<file path="src/rtl/adc_serial_rx.sv">
// Receiver for the SAR ADC serial stream: assembles MSB-first frames into words and buffers them in a FWFT FIFO.
// Optional serial/parallel cross-check of each frame against B is enabled by defining ADC_XCHECK_EN.
module adc_serial_rx #(
  parameter int DATA_W = 8,
  parameter int DEPTH  = 4,
  parameter int CNT_W  = $clog2(DEPTH) + 1
) (
  input  logic              clk,
  input  logic              clr,
  input  logic              SerialOutput,
  input  logic              DataMark,
  input  logic              LoadReg,
  input  logic [DATA_W-1:0] B,
  output logic [DATA_W-1:0] dout,
  output logic              dout_valid,
  input  logic              dout_ready,
  output logic [CNT_W-1:0]  level,
  output logic              err_frame,
  output logic              overflow,
  output logic              err_xcheck
);

  localparam int AW   = CNT_W - 1;
  localparam int BC_W = $clog2(DATA_W + 1);

  // Handshake: a word leaves the FIFO on a rising edge where dout_valid && dout_ready;
  // dout holds the head whenever dout_valid is high and reads 0 otherwise.

  typedef enum logic [1:0] {IDLE, SHIFT, DONE, LONG} state_t;

  state_t            state, state_nx;
  logic [DATA_W-1:0] shreg;
  logic [BC_W-1:0]   bcnt;
  logic              shift_en, frame_bad, push;

  logic [DATA_W-1:0] mem [DEPTH];
  logic [CNT_W-1:0]  wr_ptr, rd_ptr;
  logic              full, pop, wr_en;

  always_ff @(posedge clk or posedge clr) begin
    if (clr) begin
      state <= IDLE;
    end else begin
      state <= state_nx;
    end
  end

  always_comb begin
    state_nx  = state;
    shift_en  = 1'b0;
    frame_bad = 1'b0;
    push      = 1'b0;
    case (state)
      IDLE: begin
        if (DataMark) begin
          shift_en = 1'b1;
          state_nx = SHIFT;
        end
      end
      SHIFT: begin
        if (DataMark) begin
          shift_en = 1'b1;
          if (bcnt == BC_W'(DATA_W - 1)) state_nx = DONE;
        end else begin
          frame_bad = 1'b1;
          state_nx  = IDLE;
        end
      end
      DONE: begin
        // The word is complete; any bit still marked here makes the frame long.
        push     = 1'b1;
        state_nx = DataMark ? LONG : IDLE;
      end
      LONG: begin
        if (!DataMark) begin
          frame_bad = 1'b1;
          state_nx  = IDLE;
        end
      end
      default: state_nx = IDLE;
    endcase
  end

  always_ff @(posedge clk or posedge clr) begin
    if (clr) begin
      shreg <= '0;
      bcnt  <= '0;
    end else if (shift_en) begin
      shreg <= {shreg[DATA_W-2:0], SerialOutput};
      bcnt  <= (state == IDLE) ? BC_W'(1) : bcnt + BC_W'(1);
    end
  end

  // Occupancy from the extra pointer bit distinguishes full from empty.
  assign level      = wr_ptr - rd_ptr;
  assign full       = (level == CNT_W'(DEPTH));
  assign dout_valid = (level != '0);
  assign pop        = dout_valid && dout_ready;
  assign wr_en      = push && (!full || pop);
  assign dout       = dout_valid ? mem[rd_ptr[AW-1:0]] : '0;

  always_ff @(posedge clk) begin
    if (wr_en) mem[wr_ptr[AW-1:0]] <= shreg;
  end

  always_ff @(posedge clk or posedge clr) begin
    if (clr) begin
      wr_ptr    <= '0;
      rd_ptr    <= '0;
      overflow  <= 1'b0;
      err_frame <= 1'b0;
    end else begin
      if (wr_en) wr_ptr <= wr_ptr + CNT_W'(1);
      if (pop)   rd_ptr <= rd_ptr + CNT_W'(1);
      if (push && full && !pop) overflow <= 1'b1;
      err_frame <= frame_bad;
    end
  end

`ifdef ADC_XCHECK_EN
  logic [DATA_W-1:0] ref_word;
  logic              xcheck_q;

  // A frame with no fresh LoadReg compares against the last captured result.
  always_ff @(posedge clk or posedge clr) begin
    if (clr) begin
      ref_word <= '0;
      xcheck_q <= 1'b0;
    end else begin
      if (LoadReg) ref_word <= B;
      xcheck_q <= push && (shreg != ref_word);
    end
  end

  assign err_xcheck = xcheck_q;
`else
  logic unused_xcheck;
  assign unused_xcheck = ^{B, LoadReg};
  assign err_xcheck    = 1'b0;
`endif

endmodule

</file>
<file path="config.mk">
export PLATFORM = sky130hd
export DESIGN_NAME = adc_serial_rx
export DESIGN_NICKNAME = d
export VERILOG_FILES = /design/src/rtl/adc_serial_rx.sv
export SDC_FILE = /design/constraint.sdc
export NUM_CORES = 1
export LEC_CHECK = 0
export ABC_CLOCK_PERIOD_IN_PS = 6330
export CAP_MARGIN = 20
export CORE_UTILIZATION = 40
export CTS_CLUSTER_DIAMETER = 80
export DETAILED_ROUTE_END_ITERATION = 8
export GPL_TIMING_DRIVEN = 0
export PLACE_DENSITY = 0.64
export REMOVE_ABC_BUFFERS = 1
export SKIP_CTS_REPAIR_TIMING = 1
export SYNTH_ARGS = -nofsm -noshare
export SYNTH_HDL_FRONTEND = slang
export SYNTH_SLANG_ARGS = --single-unit
</file>
<file path="constraint.sdc">
create_clock -name clk -period 6.33 [get_ports clk]
set_input_delay 1.266 -clock clk [delete_from_list [all_inputs] [get_ports clk]]
set_output_delay 1.266 -clock clk [all_outputs]
set_load 0.02 [all_outputs]
</file>
* Word level (Yosys, flattened, before mapping)
Memory sizes are Yosys's and may differ from the RTL's. Cells that the tools add are included.
Storage, ports and cells: register bits after elaboration 22, RAM bits 32, input bits 14, logic and storage cells 47, memories 1
Operators by class: add/sub/neg operators 4, equal/unequal tests 8, muxes and demuxes 15, reduce and logical (&&, ||, !) cells 12
Memory list:
- mem | words 4, width 8, read ports 1, clocked after memory_dff 0, write ports 1, RTL line 36 | logic [DATA_W-1:0] mem [DEPTH];
Operator list (number):
- 2-to-1 mux 2 bit | 5
- 2-to-1 mux 8 bit | 1
- case mux 2 bit (4 select lines) | 1
- 2-to-1 mux 1 bit | 7
- adder 3 x 1 -> 3 bit, second input constant | 2
- adder 4 x 1 -> 4 bit, second input constant | 1
- == test 2 bit, second input constant | 2
- == test 4 x 3 -> 1 bit, second input constant | 1
- logical AND 1 bit | 4
- 2-to-1 mux 4 bit | 1
- != test 2 bit, second input constant | 2
- OR reduction 2 bit | 2
- == test 3 bit, second input constant | 1
- != test 3 bit, second input constant | 1
- AND reduction 3 bit | 1
- nonzero test 3 bit | 1
- subtractor 3 bit | 1
- == test 2 x 1 -> 1 bit, second input constant | 1
- logical NOT 1 bit | 2
- logical NOT 2 bit | 1
- logical OR 1 bit | 1

* Depth between registers and ports, before layout
Gate-level depths: netlist of run 1.
word-level depth 7, depth in mapped cells 7

* Least setup slack after synthesis of run 1
No wires, ideal clock.
kind register -> output, from register wr_ptr[0], to output dout[0], arrival 2.043 ns, required time 5.064 ns, slack 3.021 ns, cell stages (with the launch flop) 8, cells stage by stage dfrtp_1 inv_1 ha_1 fa_1 xnor3_2 inv_2 nor2_2 nor2b_1
On the way: word-level cells in the longest chain between the ends 3
RTL lines:
- start: declaration | RTL line 37 | logic [CNT_W-1:0] wr_ptr, rd_ptr;
- start signal: assignment | RTL line 113 | if (wr_en) wr_ptr <= wr_ptr + CNT_W'(1);
- subtractor 3 bit | RTL line 95 | assign level = wr_ptr - rd_ptr;
- via level[2] | RTL line 17 | output logic [CNT_W-1:0] level,
- nonzero test 3 bit | RTL line 97 | assign dout_valid = (level != '0);
- 2-to-1 mux 8 bit | RTL line 100 | assign dout = dout_valid ? mem[rd_ptr[AW-1:0]] : '0;
- end: declaration | RTL line 14 | output logic [DATA_W-1:0] dout,
The timed path passes the listed nets, and every way through them passes these cells.

* Final worst setup path of run 1
from register rd_ptr[0], to output dout[1]
On the way: word-level cells in the longest chain between the ends 3
RTL lines:
- start: declaration | RTL line 37
- start signal: assignment | RTL line 114 | if (pop) rd_ptr <= rd_ptr + CNT_W'(1);
- subtractor 3 bit | RTL line 95
- nonzero test 3 bit | RTL line 97
- 2-to-1 mux 8 bit * | RTL line 100
Mark *: on every way between the ends. The rest lies on a longest branch, timed or not.

==> results.cfg, run 1 <==
[logic_synthesis]
synth_top_area_share_pct = 41.4
synth_top_area_cell = edfxtp_1
synth_cell_types = 34
syn_area_per_cell_um2 = 16.4
yosysSeqAreaShare_pct = 65.2
synth_area_mm2 = 0.00232
synthCells = 141
yosys_warnings = 0
ys_top_cells_by_area = edfxtp_1 41%, dfrtp_1 24%, mux4_2 7.8%, mux2_2 5.8%, ha_1 3.8%
ys_seq_elements = 54

[clocking]
clk_path_buf_depth = 2
insertion_delay_ns = 0.30
cts_tree = yes
root_buffer = clkbuf_8
cts_buffers = 5
cts_num_sinks = 54
cts_max_level = 2
clkTransAtPathRegs_ns = 0.09

[placed_design]
io_buffers = 18
dp_hpwl_um = 2450
gp_congestion = 0.702
placed_area_mm2 = 0.00257
dp_slack_ns = 2.04

[worst_setup_path]
worstPathRequired_ns = 5.06
r2r_slack_ns = 3.67
r2r-end = mem[3][0]
crit_path_start_kind = flip-flop
reg2reg_from = rd_ptr[0]
endpoint_kind = output pin
worst-path-buf-inv = 2
reg2reg_depth = 5
critPathArrivalTime_ns = 3.25
crit_family = adder cells
slowest_stage = dfrtp_1
cp_cell_sequence = ha_1 -> fa_1 -> xnor3_2 -> inv_2 -> nor2_2 -> nor2b_1 -> clkdlybuf4s50_1
path_class = reg2out
cpPeakStageDelay_ns = 0.63
crit_fanout = 11

[hold_path]
min_to = overflow
worstHoldStart = overflow
hold_depth = 1
hp-class = reg2reg

[floorplan]
die_x_um = 78.1
io_pins = 29
coreArea_mm2 = 0.00554
die_h_um = 78.1
num_rows = 27
dieArea_mm2 = 0.00610
initial_core_util_pct = 41.8

[drt]
vias = 1179
wl_per_cell_um = 15.7
drtIter0Drc = 24
first_pass_iters = 4
postRouteAntennaNets = 0
vias_per_cell = 5.02
totalWireLength_um = 3690
drc = 0

[cells_and_area]
drive_above_1_share_pct = 22.1
final_common_cell = edfxtp_1
nFillCells = 492
synthToLayoutAreaGrowth_pct = 14.5
layout_common_cells = 32 x edfxtp_1, 22 x dfrtp_1, 18 x clkdlybuf4s50_1, 12 x mux2_2, 10 x nor2b_1
multiInputGateArea_um2 = 752
final_nets = 184
num_antenna_cells = 0
fin_area_mm2 = 0.00265
regArea_mm2 = 0.00151

[timing]
worstMarginPinSlew_ns = 0.854
slew_headroom_pct = 43.0
min_period_over_period_pct = 71.3
fin_skew_ns = 0.00380
rsz0062_at_grt = no
setup_tns_ns = 0
period_needed_ns = 4.51
whs_ns = 0.462
max_freq_mhz = 222
hold_viol = 0
finalSetupViolCount = 0
report.final.slew_viol_count = 0
setup_slack_ns = 1.82

[run_status]
status = finished clean

[power]
pwr-share-clk_pct = 13.7
p_per_area_mw_per_mm2 = 500
p_leak_nw = 1.01
p_int_w = 0.000843
swShare_pct = 36.5
combPwrFrac_pct = 46.0
power_switching_w = 0.000485
ir_worst_vdd_uv = 200
seq_power_share_pct = 40.3

[global_routing]
antenna_found_initial = 0
grt-ovfl-total = 0
grt_start_max_net_pins = 23
grtUsageTotal_pct = 13.8
grt_pass1_wl_um = 6100
first_global_vias = 1250

[flow_run]
max_cap_violations = 0
==> synth_stat cells <==
master     n
nor2_1     1
a21o_1     1
nor3b_1    1
and2_2     3
mux4_2     8
inv_2      1
dfrtp_1   22
fa_1       1
nand4b_1   1
o211ai_1   1
xnor3_2    1
nand2b_1   3
mux2_2    12
o21a_4     1
ha_1       7
xnor2_1    4
buf_2      1
nand3b_1   1
inv_1      8
clkbuf_2   1
nand3_1    1
a21boi_0   1
buf_1      1
o21ai_0    3
mux2_4     1
buf_4      1
o21a_1     1
nor2b_1   10
edfxtp_1  32
o21ai_2    1
nor2_2     1
a22o_1     2
conb_1     1
nand2_1    6
==> logic make-up (layout without fill, tap and decap cells) <==
logic type | count (synthesis) | after routing | share of synthesized area, %
and+or+nand+nor | 28 | 28 | 7.12
other | 1 | 1 | 0.162
buffers and inverters | 13 | 35 | 2.37
DFF | 54 | 54 | 65.2
AOI/OAI and AO/OA | 11 | 11 | 3.72
adders and majority gates | 8 | 8 | 4.64
xor gates and xnor gates | 5 | 5 | 2.54
muxes | 21 | 21 | 14.2
==> per-stage QoR <==
stage	util, %	total power (W)	instances
2_1_floorplan	-	0.000915	137
3_3_place_gp	46.3	0.00113	227
3_5_place_dp	46.3	0.00116	227
4_1_cts	47.9	0.00135	235
5_1_grt	47.9	0.00141	235
6_report	47.9	0.00133	235
==> state kept, by name, summed over array words and instances (netlist names) <==
signal,cells
state,2
shreg,8
overflow,1
wr_ptr,3
bcnt,4
rd_ptr,3
mem,32
err_frame,1
==> power groups by stage <==
stage	clock network (W)	registers (W)	logic (W)
floorplan	0	0.000518	0.000397
global route	0.000199	0.000549	0.000660
detailed placement	0	0.000545	0.000619
finish	0.000182	0.000535	0.000611
CTS	0.000188	0.000538	0.000621
global placement	0	0.000538	0.000597
==> how the worst max path moves through the flow <==
stage	to	from	cells after the start	slack, ns
floorplan	dout[0]	rd_ptr[0]	6	2.85
global placement	dout[4]	rd_ptr[0]	7	2.12
detailed placement	dout[1]	rd_ptr[0]	7	2.04
CTS	dout[1]	rd_ptr[0]	7	1.70
global route	dout[1]	rd_ptr[0]	7	1.59
finish	dout[1]	rd_ptr[0]	7	1.82
==> layout make-up <==
cell class,count,share of cell area (%)
inverter,9,1.27
tap,72,3.39
clock inverter,2,0.519
sequential,54,57.0
multi-input combinational,74,28.3
clock buffer,6,2.73
timing repair buffer,18,6.79
==> metal layers <==
metal	up-vias	global-route usage (%)	routed length, um
met5	-	0	0
met4	0	6.11	53
met3	5	2.44	97
met2	21	24.6	1930
met1	602	16.4	1600
li1	551	-	-
(Power assumes the default switching activity.)
==> run 2: changes to the inputs <==
--- a/config.mk
+++ b/config.mk
@@ -5,7 +5,7 @@
 export SDC_FILE = /design/constraint.sdc
 export NUM_CORES = 1
 export LEC_CHECK = 0
-export ABC_CLOCK_PERIOD_IN_PS = 6330
+export ABC_CLOCK_PERIOD_IN_PS = 4400
 export CAP_MARGIN = 20
 export CORE_UTILIZATION = 40
 export CTS_CLUSTER_DIAMETER = 80
==> constraint.sdc (replaced) <==
create_clock -name clk -period 4.4 [get_ports clk]
set_input_delay 0.88 -clock clk [delete_from_list [all_inputs] [get_ports clk]]
set_output_delay 0.88 -clock clk [all_outputs]
set_load 0.02 [all_outputs]
==> results of run 2 <==
Same layout as run 1 (identical final DEF). Status: finished clean.
Among the figures that moved: setup slack after placement 2.04 ns -> 0.493 ns; setup slack after layout 1.82 ns -> 0.273 ns; register-to-register setup slack 3.67 ns -> 1.74 ns; total power 0.00133 W -> 0.00191 W; worst IR drop on VDD 200 uV -> 287 uV
